[config.mk]
export PLATFORM = sky130hd
export DESIGN_NAME = freq_meter_mc_flat
export DESIGN_NICKNAME = d
export VERILOG_FILES = /design/src/rtl/freq_meter_mc_if.sv /design/src/rtl/freq_meter_mc.sv /design/src/flat_wrapper.sv
export SDC_FILE = /design/constraint.sdc
export NUM_CORES = 1
export LEC_CHECK = 0
export CAP_MARGIN = 30
export CORE_MARGIN = 2
export CORE_UTILIZATION = 24
export CTS_CLUSTER_SIZE = 30
export DETAILED_ROUTE_END_ITERATION = 8
export SYNTH_ARGS = -nofsm -noshare
export SYNTH_HDL_FRONTEND = slang
export SYNTH_SLANG_ARGS = --single-unit
[constraint.sdc]
create_clock -name clk -period 2.9 [get_ports clk]
set_clock_uncertainty 0.2 [all_clocks]
set_input_delay 0.58 -clock clk [delete_from_list [all_inputs] [get_ports clk]]
set_output_delay 0.58 -clock clk [all_outputs]
set_load 0.03 [all_outputs]
[src/rtl/freq_meter_mc_if.sv]
// rtl/freq_meter_mc_if.sv - control and result signals of the multi-channel frequency meter
// Ports (signals):
//   en        run enable (master -> meter)
//   gate_sel  window length select: 0=full, 1=/10, 2=/100, 3=/1000 (master -> meter)
//   sig_in    asynchronous signals to measure (master -> meter)
//   freq      published counts, channel k at [k*CNT_W +: CNT_W] (meter -> master)
//   ovf       per-channel overflow of the last published window (meter -> master)
//   valid     one-cycle strobe: freq/ovf updated (meter -> master)
//   busy      a gate window is open (meter -> master)
interface freq_meter_mc_if #(
    parameter int NCH   = 4,
    parameter int CNT_W = 20
);
    logic                   en;
    logic [1:0]             gate_sel;
    logic [NCH-1:0]         sig_in;
    logic [NCH*CNT_W-1:0]   freq;
    logic [NCH-1:0]         ovf;
    logic                   valid;
    logic                   busy;

    modport master (
        output en, gate_sel, sig_in,
        input  freq, ovf, valid, busy
    );

    modport slave (
        input  en, gate_sel, sig_in,
        output freq, ovf, valid, busy
    );
endinterface

[src/rtl/freq_meter_mc.sv]
// rtl/freq_meter_mc.sv - multi-channel gated rising-edge frequency meter
// Ports:
//   clk    system clock
//   rst_n  asynchronous active-low reset
//   mtr    freq_meter_mc_if.slave: en, gate_sel, sig_in in; freq, ovf, valid, busy out
module freq_meter_mc #(
    parameter int NCH         = 4,
    parameter int CNT_W       = 20,
    parameter int GATE_CYCLES = 125000000,
    parameter int SYNC_STAGES = 2
) (
    input  logic              clk,
    input  logic              rst_n,
    freq_meter_mc_if.slave    mtr
);
    localparam int GW = $clog2(GATE_CYCLES + 1);
    localparam logic [GW-1:0]    GL0     = GW'(GATE_CYCLES);
    localparam logic [GW-1:0]    GL1     = GW'(GATE_CYCLES / 10);
    localparam logic [GW-1:0]    GL2     = GW'(GATE_CYCLES / 100);
    localparam logic [GW-1:0]    GL3     = GW'(GATE_CYCLES / 1000);
    localparam logic [GW-1:0]    G_ONE   = GW'(1);
    localparam logic [CNT_W-1:0] C_ONE   = CNT_W'(1);
    localparam logic [CNT_W-1:0] C_MAX   = '1;

    typedef enum logic [1:0] {IDLE, GATE, LATCH} state_t;

    state_t                                 state_q, state_d;
    logic [SYNC_STAGES-1:0][NCH-1:0]        sync_q;
    logic [NCH-1:0]                         prev_q;
    logic [NCH-1:0]                         rise;
    logic [GW-1:0]                          gate_cnt_q, gate_cnt_d;
    logic [GW-1:0]                          gate_len_q, gate_len_d;
    logic [GW-1:0]                          sel_len;
    logic [NCH-1:0][CNT_W-1:0]              cnt_q, cnt_d;
    logic [NCH-1:0]                         ovf_run_q, ovf_run_d;
    logic [NCH-1:0][CNT_W-1:0]              freq_q;
    logic [NCH-1:0]                         ovf_q;
    logic                                   valid_q;

    // Input synchroniser chain followed by a rising-edge detector per channel.
    always_ff @(posedge clk or negedge rst_n) begin
        if (!rst_n) begin
            sync_q <= '0;
            prev_q <= '0;
        end else begin
            sync_q <= {sync_q[SYNC_STAGES-2:0], mtr.sig_in};
            prev_q <= sync_q[SYNC_STAGES-1];
        end
    end

    assign rise = sync_q[SYNC_STAGES-1] & ~prev_q;

    always_comb begin
        sel_len = GL0;
        case (mtr.gate_sel)
            2'd0:    sel_len = GL0;
            2'd1:    sel_len = GL1;
            2'd2:    sel_len = GL2;
            default: sel_len = GL3;
        endcase
    end

    always_comb begin
        state_d    = state_q;
        gate_cnt_d = gate_cnt_q;
        gate_len_d = gate_len_q;
        cnt_d      = cnt_q;
        ovf_run_d  = ovf_run_q;
        case (state_q)
            IDLE: begin
                gate_cnt_d = '0;
                cnt_d      = '0;
                ovf_run_d  = '0;
                if (mtr.en) begin
                    state_d    = GATE;
                    gate_len_d = sel_len;
                end
            end
            GATE: begin
                gate_cnt_d = gate_cnt_q + G_ONE;
                for (int k = 0; k < NCH; k++) begin
                    if (rise[k]) begin
                        // A saturated counter holds and marks the window as overflowed.
                        if (cnt_q[k] == C_MAX) ovf_run_d[k] = 1'b1;
                        else                   cnt_d[k]     = cnt_q[k] + C_ONE;
                    end
                end
                if (gate_cnt_q == gate_len_q - G_ONE) state_d = LATCH;
            end
            LATCH: begin
                // Edges seen in this cycle are intentionally dropped.
                gate_cnt_d = '0;
                cnt_d      = '0;
                ovf_run_d  = '0;
                if (mtr.en) begin
                    state_d    = GATE;
                    gate_len_d = sel_len;
                end else begin
                    state_d    = IDLE;
                end
            end
            default: state_d = IDLE;
        endcase
    end

    always_ff @(posedge clk or negedge rst_n) begin
        if (!rst_n) begin
            state_q    <= IDLE;
            gate_cnt_q <= '0;
            gate_len_q <= '0;
            cnt_q      <= '0;
            ovf_run_q  <= '0;
            freq_q     <= '0;
            ovf_q      <= '0;
            valid_q    <= 1'b0;
        end else begin
            state_q    <= state_d;
            gate_cnt_q <= gate_cnt_d;
            gate_len_q <= gate_len_d;
            cnt_q      <= cnt_d;
            ovf_run_q  <= ovf_run_d;
            valid_q    <= (state_q == LATCH);
            if (state_q == LATCH) begin
                freq_q <= cnt_q;
                ovf_q  <= ovf_run_q;
            end
        end
    end

    assign mtr.freq  = freq_q;
    assign mtr.ovf   = ovf_q;
    assign mtr.valid = valid_q;
    assign mtr.busy  = (state_q == GATE);
endmodule
[src/flat_wrapper.sv]
// flat-port wrapper written by rule: the top's interface ports become plain ports
module freq_meter_mc_flat 
#(
    parameter int NCH         = 4,
    parameter int CNT_W       = 20,
    parameter int GATE_CYCLES = 125000000,
    parameter int SYNC_STAGES = 2
)
  (clk, rst_n, mtr_en, mtr_gate_sel, mtr_sig_in, mtr_freq, mtr_ovf, mtr_valid, mtr_busy);
  freq_meter_mc_if #(.NCH(NCH), .CNT_W(CNT_W)) mtr_i ();
  input  logic clk;
  input  logic rst_n;
  input wire logic [$bits(mtr_i.en)-1:0] mtr_en;
  input wire logic [$bits(mtr_i.gate_sel)-1:0] mtr_gate_sel;
  input wire logic [$bits(mtr_i.sig_in)-1:0] mtr_sig_in;
  output wire logic [$bits(mtr_i.freq)-1:0] mtr_freq;
  output wire logic [$bits(mtr_i.ovf)-1:0] mtr_ovf;
  output wire logic [$bits(mtr_i.valid)-1:0] mtr_valid;
  output wire logic [$bits(mtr_i.busy)-1:0] mtr_busy;
  assign mtr_i.en = mtr_en;
  assign mtr_i.gate_sel = mtr_gate_sel;
  assign mtr_i.sig_in = mtr_sig_in;
  assign mtr_freq = mtr_i.freq;
  assign mtr_ovf = mtr_i.ovf;
  assign mtr_valid = mtr_i.valid;
  assign mtr_busy = mtr_i.busy;
  freq_meter_mc #(.NCH(NCH), .CNT_W(CNT_W), .GATE_CYCLES(GATE_CYCLES), .SYNC_STAGES(SYNC_STAGES)) u_core (.clk(clk), .rst_n(rst_n), .mtr(mtr_i));
endmodule
* Word-level counts from Yosys, hierarchy flattened
Index checks and enable logic that the tools add are counted. W data, S select, Z words.
Operators by class: $add $sub $neg 6, equality and inequality tests 23, muxes and demuxes 24, bitwise logic cells 2, reduce and logical (&&, ||, !) cells 14
Operators with widths (number):
- $mux W20 | 8
- $pmux W80 S2 | 1
- $pmux W27 S3 | 1
- $add A20 B1 Y20 const B | 4
- $eq A20 B20 Y1 const B | 4
- $pmux W27 S2 | 1
- $add A27 B1 Y27 const B | 1
- $eq A27 B27 Y1 | 1
- $sub A27 B1 Y27 const B | 1
- $reduce_and A3 Y1 | 8
- $ne A2 B1 Y1 const B | 9
- $ne A2 B2 Y1 const B | 5
- $mux W1 | 9
- $pmux W4 S2 | 1
- $pmux W2 S3 | 1
- $and A4 B4 Y4 | 1
- $eq A2 B1 Y1 const B | 2
- $eq A2 B2 Y1 const B | 2
- $logic_not A2 Y1 | 2
- $mux W2 | 2
- $not A4 Y4 | 1
- $reduce_and A2 Y1 | 2
- $reduce_bool A2 Y1 | 1
- $reduce_or A2 Y1 | 1
Storage, ports and cells: register bits after elaboration 237, input bits 9

* Longest topological paths before layout
Gate-level depths: netlist of run 1.
depth in word-level cells 4, mapped depth 9, mapped depth without buffers 8

* Worst setup path after synthesis of run 1
OpenSTA, ideal clock, no wires.
path kind reg-to-reg, start point register u_core.gate_len_q[9], end point register u_core.state_q[0], library setup time 126 ps, arrival 2332 ps, required time 2574 ps, path slack 242 ps, stages on the path, launching flop included 10, path buffers 1, cells stage by stage dfrtp_1 -> buf_4 -> inv_1 -> ha_1 -> nor4b_4 -> nand2_2 -> o41ai_2 -> a22oi_1 -> a211o_1 -> o32a_1
On the way: word-level cells in the longest chain between the ends 4
RTL lines:
- from (decl) | line freq_meter_mc.sv:32 | logic [GW-1:0] gate_len_q, gate_len_d;
- from (signal assigned) | line freq_meter_mc.sv:119 | gate_len_q <= gate_len_d;
- $sub A27 B1 Y27 | line freq_meter_mc.sv:88 | if (gate_cnt_q == gate_len_q - G_ONE) state_d = LATCH;
- $eq A27 B27 Y1 | line freq_meter_mc.sv:88
- $ne A2 B1 Y1 (no line)
- $reduce_and A2 Y1 (no line)
- to (signal assigned) | line freq_meter_mc.sv:117 | state_q <= state_d;
- to (decl) | line freq_meter_mc.sv:27 | state_t state_q, state_d;
No other way between the ends. A chain may end at the register's enable or synchronous reset.

* Worst setup path in the final report of run 1
start point register u_core.state_q[1], end point output mtr_busy
On the way: word-level cells in the longest chain between the ends 1
RTL lines:
- $eq A2 B1 Y1 | line freq_meter_mc.sv:133 | assign mtr.busy = (state_q == GATE);
- to (decl) | line flat_wrapper.sv:19 | output wire logic [$bits(mtr_i.busy)-1:0] mtr_busy;
No other way between the ends.

==> results of run 1 <==
metal layers:
layer	vias up	global-route usage (%)	wire [um]
li1	3948	-	-
met2	151	18.59	11650
met1	3922	16.40	12670
met4	0	3.304	582
met5	-	0	0
met3	44	2.555	1501
final timing paths:
kind | to | depth (start not counted) | startpoint | slack, ps
hold reg to reg | u_core.sync_q[6] | 0 | u_core.sync_q[2] | 170
max in group asynchronous | u_core.cnt_q[66] | 3 | rst_n | 1370
setup / recovery | mtr_busy | 3 | u_core.state_q[1] | 50
hold / removal | u_core.sync_q[6] | 0 | u_core.sync_q[2] | 170
min in group asynchronous | u_core.gate_len_q[11] | 2 | rst_n | 420
setup reg to reg | u_core.state_q[0] | 8 | u_core.gate_len_q[3] | 200
layout make-up:
cell class                      instances  area [um^2]  area share [%]
Clock inverter                          7        70.07          0.5342
Timing Repair Buffer                  131         1299           9.902
Multi-Input combinational cell        811         4611           35.15
Clock buffer                           38        797.0           6.077
Tap cell                              585        732.0           5.580
Inverter                               27        102.6          0.7822
Sequential cell                       220         5505           41.97
registers in the layout (all words and copies together), names as in the netlist:
| name | count |
|---|---|
| u_core.cnt_q | 80 |
| u_core.gate_cnt_q | 27 |
| u_core.gate_len_q | 10 |
| u_core.mtr.freq | 80 |
| u_core.mtr.ovf | 4 |
| u_core.mtr.valid | 1 |
| u_core.ovf_run_q | 4 |
| u_core.prev_q | 4 |
| u_core.state_q | 2 |
| u_core.sync_q | 8 |
repair_timing:
item,in CTS,in global routing
hold buffers,1,0
endpoints found under the setup margin,0,1
resized for setup,0,0
buffers inserted,0,1
hold endpoints to repair,64,0
power groups by stage:
stage          Clock, mW  Combinational [mW]  Sequential (mW)
3_3_place_gp           0                1.17             3.52
6_report            3.30                1.18             3.48
5_1_grt             3.55                1.32             3.51
2_1_floorplan          0               0.857             3.44
4_1_cts             3.44                1.18             3.48
3_5_place_dp           0                1.17             3.53
kinds of logic (layout without fill, tap and decap cells):
kind of cell | Yosys count | after routing | share of synthesized area (%)
adder cells (fa/ha/maj) | 12 | 12 | 1.441
flip-flops | 220 | 220 | 52.84
buffers and inverters | 78 | 203 | 2.978
AND/OR/NAND/NOR | 591 | 591 | 26.47
XOR/XNOR | 102 | 102 | 8.575
AO/OA/AOI/OAI | 92 | 92 | 6.305
multiplexers | 14 | 14 | 1.393
synthesized netlist by cell type (5+ instances only):
cell type	number
xor2_1	57
and4_1	12
dfrtp_1	220
inv_1	24
and3_1	17
a31oi_1	6
ha_1	12
nand3_1	49
nand4_1	35
mux2i_1	10
xnor2_1	45
clkbuf_1	39
buf_2	7
nor2_1	113
o21ai_0	21
and2_1	16
nor3_1	15
a211oi_1	5
or3_1	7
a21oi_1	19
nor4_1	11
o31ai_1	5
nand2_1	283
==> results.yml, run 1 <==
power_and_ir_drop:
  leakagePower_nw: 6.004
  p_per_area_nw_per_um2: 606.9
  internal_power_mw: 5.725
  clockPowerShare_pct: 41.5
  p_sw_mw: 2.235
  p_total_mw: 7.961
  pwr-share-seq_pct: 43.7
  p_comb_share_pct: 14.8
  p_sw_share_pct: 28.08
  peakVddDrop_mv: 0.3628
timing:
  fmax_mhz: 350.3
  slew-limit-headroom_pct: 57.11
  setup_viol: 0
  whs_ps: 167.9
  fin_tns_setup_ps: 0
  drv_slew: 0
  final_hold_viol_count: 0
  postLayoutSetupSlackWorst_ps: 45.57
  tightest_slew_ps: 636.7
  post-route-period-util_pct: 98.43
  rsz0062_at_grt: "no"
  timing.final.crit_period_ps: 2854
min_path:
  hp-class: "flop to flop"
clock_tree:
  clock-sinks: 220
  htreeDepth: 1
  path_clk_slew_ps: 60
  clk-insertion-delay-late_ps: 540
  cts_buffers: 27
  clockBufferDepth: 3
  cts.root.buffer_cell: "clkbuf_16"
  cts_tree: "built"
finish:
  diodes: 0
  drive_above_1_share_pct: 8.752
  fillCellCount: 4559
  post_layout_nonfiller_instances: 1819
  post-route-util_pct: 30.52
  nets: 1239
  final_cell_mix: "nand2_1 (282), dfrtp_1 (220), nor2_1 (113), clkdlybuf4s50_1 (92), xor2_1 (57)"
  final_common_cell: "nand2_1"
  area_delta_synth_final_pct: 25.89
  finalInstanceArea_um2: 13120
synth:
  synth_area_leader_cell: "dfrtp_1"
  yosysSeqAreaShare_pct: 52.84
  avgSynthCellArea_um2: 9.395
  ys_warn_count: 0
  synth.top_cell.area_share_pct: 52.84
  synth_seq_cells: 220
  synth_area_leaders: "dfrtp_1 (53%), nand2_1 (10%), xor2_1 (4.8%)"
  synth-async-reset-ratio_pct: 100.0
  netlist_instances: 1109
  synth_nets: 1130
  synth_flop_cell: "dfrtp_1"
  mappedNetlistArea_um2: 10420
  synth_edf_count: 0
  yosysUniqueCellTypes: 72
floorplan:
  die_h_um: 212.4
  die_width_um: 212.4
  pin_count: 95
  rows: 76
  die_area_um2: 45090
  core_um2: 42980
  start_util_pct: 24.24
place:
  port_buffers: 94
  dp_slack_ps: 133.9
  dp.cells: 1771
  gp_congestion: 0.8821
  dpl_cell_area_um2: 12210
  hpwl_mm: 18.12
setup_path:
  critPathLaunchType: "flop"
  crit_slowest_cell: "dfrtp_1"
  crit_type: "flop to primary output"
  worst-path-max-fanout: 9
  critical-path-max-stage-delay_ps: 560
  path_buf_inv: 2
  cpMostUsedCell: "buf_4"
  crit_path_end_kind: "primary output"
  path_delay_family: "flip-flops"
  cp_cell_sequence: "buf_4 -> nor2_1 -> buf_4"
  critPathRequiredTime_ps: 2120
  worst_ep_arrival_time_ps: 2070
global_route:
  overflow: 0
  antenna_found_initial: 0
  grt_max_degree: 90
  grt_pass1_vias: 8113
  track_usage_pct: 11.83
  grt_pass1_wl_mm: 43.37
drt:
  totalWireLength_mm: 26.40
  first_iter_violations: 454
  drtPass1Iterations: 4
  detail_route.vias_per_cell: 4.434
  wl_per_cell_um: 14.51
  vias: 8065
  drc: 0
  ant_nets: 0
run_status:
  outcome: "complete, no violations"
run:
  maxCapViolCount: 0
Power figures use the tool's default switching activity.
==> run 2: changes to the inputs <==
- CTS_CLUSTER_SIZE: 30 -> unset
- clock period: 2.9 -> 2.8 ns (I/O delays scaled with it)
==> run 2 against run 1 <==
Net effect:
- die area unchanged
- utilization down 0.076 points
- total power up 3.9%
- combinational power about the same
- flip-flop and latch count unchanged
==> results.yml, run 2 (same netlist as run 1, synthesis figures left out) <==
finish:
  post_layout_nonfiller_instances: 1820
  post-route-util_pct: 30.44
  nets: 1235
  final_cell_mix: "nand2_1 (282), dfrtp_1 (220), nor2_1 (113), clkdlybuf4s50_1 (92), xor2_1 (57)"
  area_delta_synth_final_pct: 25.58
  diodes: 0
  drive_above_1_share_pct: 8.664
  multi_input_area_um2: 4618
  fillCellCount: 4545
  final_common_cell: "nand2_1"
  regArea_um2: 5505
power_and_ir_drop:
  p_total_mw: 8.269
  leakagePower_nw: 5.975
  peakVddDrop_mv: 0.4070
  p_per_area_nw_per_um2: 632.0
setup_path:
  endpoint: "u_core.state_q[0]"
  crit_path_end_kind: "flop"
  crit_slowest_cell: "nor4b_4"
  critPathRequiredTime_ps: 3010
  worst-path-max-fanout: 9
  ff2ff_path_depth: 6
  cp_cell_sequence: "nor4b_4 -> and2b_1 -> xnor2_1 -> a2111oi_1 -> nand4_1 -> o32a_1"
  crit_start: "u_core.gate_len_q[23]"
  path_buf_inv: 0
  r2r_slack_ps: 80
  reg2reg_to: "u_core.state_q[0]"
  regToRegStartpoint: "u_core.gate_len_q[23]"
  crit_type: "flop to flop"
  worst_ep_arrival_time_ps: 2940
  critPathLaunchType: "flop"
  path_delay_family: "simple AND/OR/NAND/NOR gates"
  cp_num_cells: 6
  critical-path-max-stage-delay_ps: 590
floorplan:
  die_width_um: 212.4
  die_h_um: 212.4
  start_util_pct: 24.24
  core_um2: 42980
  rows: 76
  pin_count: 95
  die_area_um2: 45090
place:
  gp_congestion: 0.8598
  hpwl_mm: 17.87
  port_buffers: 94
  dp.cells: 1769
timing:
  slew-limit-headroom_pct: 55.33
  fin_tns_setup_ps: 0
  final_hold_viol_count: 0
  setup_viol: 0
  tightest_slew_ps: 663.0
  post-route-period-util_pct: 97.28
  timing.final.crit_period_ps: 2724
  fmax_mhz: 367.1
  rsz0062_at_grt: "no"
  drv_slew: 0
clock_tree:
  cts_tree: "built"
  htreeDepth: 1
  clock-sinks: 220
  cts.root.buffer_cell: "clkbuf_16"
  cts_buffers: 27
  path_clk_slew_ps: 60
  clockBufferDepth: 3
  clk-insertion-delay-late_ps: 530
  cts_setup_buffers: 0
drt:
  met3_length_mm: 1.534
  drtPass1Iterations: 5
  vias: 8026
  totalWireLength_mm: 26.22
  wl_met2_mm: 11.76
  ant_nets: 0
  first_iter_violations: 553
  drc: 0
  wl_met1_mm: 12.53
  highest_layer: "met4"
  detail_route.vias_per_cell: 4.410
  wl_per_cell_um: 14.41
min_path:
  hp-class: "flop to flop"
global_route:
  antenna_found_initial: 0
  grt_pass1_wl_mm: 42.77
  overflow: 0
  track_usage_pct: 11.74
  grt_max_degree: 74
  grt_pass1_vias: 7874
run:
  maxCapViolCount: 0
run_status:
  outcome: "complete, no violations"
==> run 2: cell types whose count changed in the layout (fill, tap and decap cells not counted), moves of 2 or more <==
cell	change
clkbuf_1	+3
a2111oi_0	-2
buf_12	-3
clkinvlp_4	+2
==> run 2: timing repair <==
item,CTS,global route
hold endpoints to repair,56,0
hold buffers,1,0
gates resized for setup,0,3
endpoints found under the setup margin,0,1
==> run 2: worst register-to-register path, delay by kind of cell (launching register included) <==
| kind | cells | cell delay (ps) |
|---|---|---|
| AND/OR/NAND/NOR | 3 | 1010 |
| flip-flops | 1 | 540 |
| AO/OA/AOI/OAI | 2 | 770 |
| XOR/XNOR | 1 | 80 |
==> run 2: area by class of cell <==
type,count,area share (%)
multi-input combinational,811,35.30
tap,585,5.594
clock buffer,40,6.072
clock inverter,10,0.7650
inverter,27,0.7842
timing repair buffer,127,9.410
sequential,220,42.08
==> run 2: power by group <==
group / switching, mW / internal, mW / leakage (nW)
Sequential: 0.259 / 3.35 / 3.01
Clock: 1.40 / 2.07 / 0.432
Combinational: 0.680 / 0.515 / 2.54
Total: 2.34 / 5.93 / 5.97
==> run 2: routing by layer <==
metal	global-route usage [%]	vias up
met5	0	-
li1	-	3953
met3	2.644	33
met2	18.79	154
met4	2.701	0
met1	16.14	3886
==> run 2: through the flow <==
stage	hold slack, ps	instance area (um^2)	setup WS, ps
after global placement	138.4	12170	93.10
after detailed placement	136.3	12170	50.77
after global routing	165.0	13080	5.716
after floorplan	64.41	10420	141.8
final	154.0	13080	76.10
after CTS	158.9	13080	38.11
==> run 2: worst min-delay path by stage <==
stage	from	to	slack, ps	cells past startpoint
floorplan	rst_n	u_core.cnt_q[0]	60	0
global placement	u_core.sync_q[0]	u_core.sync_q[4]	140	0
detailed placement	u_core.sync_q[2]	u_core.sync_q[6]	140	0
CTS	u_core.sync_q[1]	u_core.sync_q[5]	160	0
global route	u_core.sync_q[1]	u_core.sync_q[5]	160	0
finish	u_core.sync_q[1]	u_core.sync_q[5]	150	0
==> run 3: changes to the inputs <==
- CAP_MARGIN: 30 -> unset
==> results of run 3 <==
No change in the layout: final DEF, timing and power equal those of run 2.
==> patch: new RTL, flow settings as in run 1 <==
`CNT_W` is set to 20 in 3 places; all go to 18.
--- a/src/rtl/freq_meter_mc_if.sv
+++ b/src/rtl/freq_meter_mc_if.sv
@@ -11,3 +11,3 @@
     parameter int NCH   = 4,
-    parameter int CNT_W = 20
+    parameter int CNT_W = 18
 );
--- a/src/rtl/freq_meter_mc.sv
+++ b/src/rtl/freq_meter_mc.sv
@@ -7,3 +7,3 @@
     parameter int NCH         = 4,
-    parameter int CNT_W       = 20,
+    parameter int CNT_W       = 18,
     parameter int GATE_CYCLES = 125000000,
--- a/src/flat_wrapper.sv
+++ b/src/flat_wrapper.sv
@@ -4,3 +4,3 @@
     parameter int NCH         = 4,
-    parameter int CNT_W       = 20,
+    parameter int CNT_W       = 18,
     parameter int GATE_CYCLES = 125000000,
Interface: changed (resized mtr_freq); port bits go from 95 to 87. The function was not compared with the original's and may differ.
==> patch against run 1 <==
Worst setup slack improved by 0.30 ns. Via count decreased by 12%. Routed wire length decreased by 17%. Sequential cell count decreased by 16. Global-route usage decreased by 1.1 points. Power decreased by 7.4%. Design area decreased by 9.7%. Critical path type unchanged. Critical endpoint unchanged. Core utilization about the same. First-iteration DRC count decreased by 4.6%. Synthesized area decreased by 8.8%. Sequential power decreased by 5.7%.
==> patch: results (changes against run 1) <==
[placement]
io_buffers = 86  ; -8.5%
hpwl_mm = 15.1  ; -16%
gp_congestion = 0.858  ; -2.8%
post_dp_cell_area_um2 = 11000  ; -10%

[logic_synthesis]
yosysUniqueCellTypes = 60  ; -17%
synthCells = 992  ; -11%
ys.flop_type = dfrtp_1
netlist_top_cells_area = dfrtp_1 54%, nand2_1 11%, xor2_1 5.5%, nor2_1 3.8%, xnor2_1 3.8%
ys_seq_area_share_pct = 53.7  ; +0.89 points
synth_nets = 1014  ; -10%
ys_warn_count = 0  ; unchanged
synth_commonest_cells = 273 x nand2_1, 204 x dfrtp_1, 96 x nor2_1, 60 x xor2_1, 41 x xnor2_1

[power_and_ir_drop]
p_leak_nw = 5.50  ; -8.4%
ir_drop_mv = 0.337  ; -7.1%

[layout]
final_nets = 1098  ; -11%
drive_above_1_share_pct = 7.40  ; -1.3 points
fin_cells = 1612  ; -11%
antenna_cells = 0  ; unchanged

[global_route]
grt_pass1_vias = 6850  ; -16%
gr-usage-all-layers_pct = 10.7  ; -1.1 points
grt_max_degree = 77  ; -14%
antenna_found_initial = 0  ; unchanged
grt_pass1_wl_mm = 36.3  ; -16%

[clocking]
clockRootBuffer = clkbuf_16
clock_latency_ns = 0.51  ; -0.03 ns
cts_buffers = 24  ; -11%
clockBufferDepth = 3  ; unchanged
clk_pin_slew_ns = 0.06  ; about the same

[route]
first_iter_violations = 433  ; -4.6%
finalWirelength_mm = 22.0  ; -17%
via_per_inst = 4.39  ; -1.0%
firstDrtPassIters = 5  ; +1

[status]
run_status = finished, final reports clean

[critical_path]
cp_max_fo = 17  ; +8
crit_start = u_core.state_q[0]$_DFFE_PN0P_
r2r_slack_ns = 0.35  ; +0.15 ns
r2r_start = u_core.gate_len_q[9]$_DFFE_PN0P_
cp.arrival_ns = 1.77  ; -0.30 ns

[worst_hold_path]
whs_path_depth = 0  ; unchanged
min_path_type = register to register
holdCritStartpoint = u_core.sync_q[1]$_DFF_PN0_

[timing]
worstMarginPinSlew_ns = 0.813  ; +0.176 ns
holdWs_ns = 0.147  ; -0.0209 ns

## patch: cell count changes after synthesis, moves of 7 or more
cell     before  now
dfrtp_1     220  204
inv_1        24   13
nand2_1     283  273
nand3_1      49   38
nand4_1      35   27
nor2_1      113   96
nor3b_1       3   10
nor4_1       11    3
## patch: stage by stage
| stage | utilization, % | setup slack, ns |
|---|---|---|
| CTS | 30.5 | 0.295 |
| floorplan | - | 0.625 |
| finish | 30.5 | 0.346 |
| detailed placement | 28.2 | 0.373 |
| global placement | 28.2 | 0.438 |
| global route | 30.5 | 0.139 |
## patch: final timing paths
kind,to
worst max-delay path,mtr_busy
worst min-delay path,u_core.sync_q[5]$_DFF_PN0_
worst max register to register,u_core.state_q[0]$_DFFE_PN0P_
worst min register to register,u_core.sync_q[5]$_DFF_PN0_
max in group asynchronous,u_core.gate_cnt_q[0]$_DFFE_PN0P_
min in group asynchronous,u_core.mtr.freq[27]$_DFFE_PN0P_
## patch: cell families (layout without fill, tap and decap cells)
family	Yosys count	in the layout	share of synthesized area, %
fa+ha+maj	13	13	1.71
compound gates	63	63	4.54
simple gates	541	541	26.6
xor+xnor	101	101	9.31
buf+inv	59	161	2.84
mux	11	11	1.21
flops	204	204	53.7
## patch: worst max-delay path: stages, from the launching register on
cell and delay, ns:
dfrtp_1 0.33, buf_4 0.26, inv_2 0.13, nor2_1 0.32
buf_4 0.23
## patch: per-layer routing
| layer | routed length (um) | track usage, % |
|---|---|---|
| met5 | 0 | 0 |
| met4 | 390 | 2.45 |
| met3 | 884 | 1.88 |
| met2 | 10200 | 17.5 |
| met1 | 10600 | 14.8 |
## patch: layout make-up
cell class                      count  area, um2
Fill cell                        4020      27000
Sequential cell                   204       5100
Multi-Input combinational cell    729       4130
Timing Repair Buffer              103       1030
Clock buffer                       33        686
Tap cell                          518        648
Clock inverter                     11        189
Inverter                           14       52.6
## patch: timing repair
| item | CTS | global route |
|---|---|---|
| endpoints found under the setup margin | 0 | 0 |
| hold buffers | 1 | 0 |
| buffers inserted | 0 | 0 |
| endpoints found under the hold margin | 55 | 0 |
## patch: power breakdown
| group | internal [mW] | total (mW) | switching (mW) |
|---|---|---|---|
| Sequential | 3.01 | 3.28 | 0.268 |
| Clock | 2.10 | 3.27 | 1.17 |
| Combinational | 0.351 | 0.820 | 0.469 |
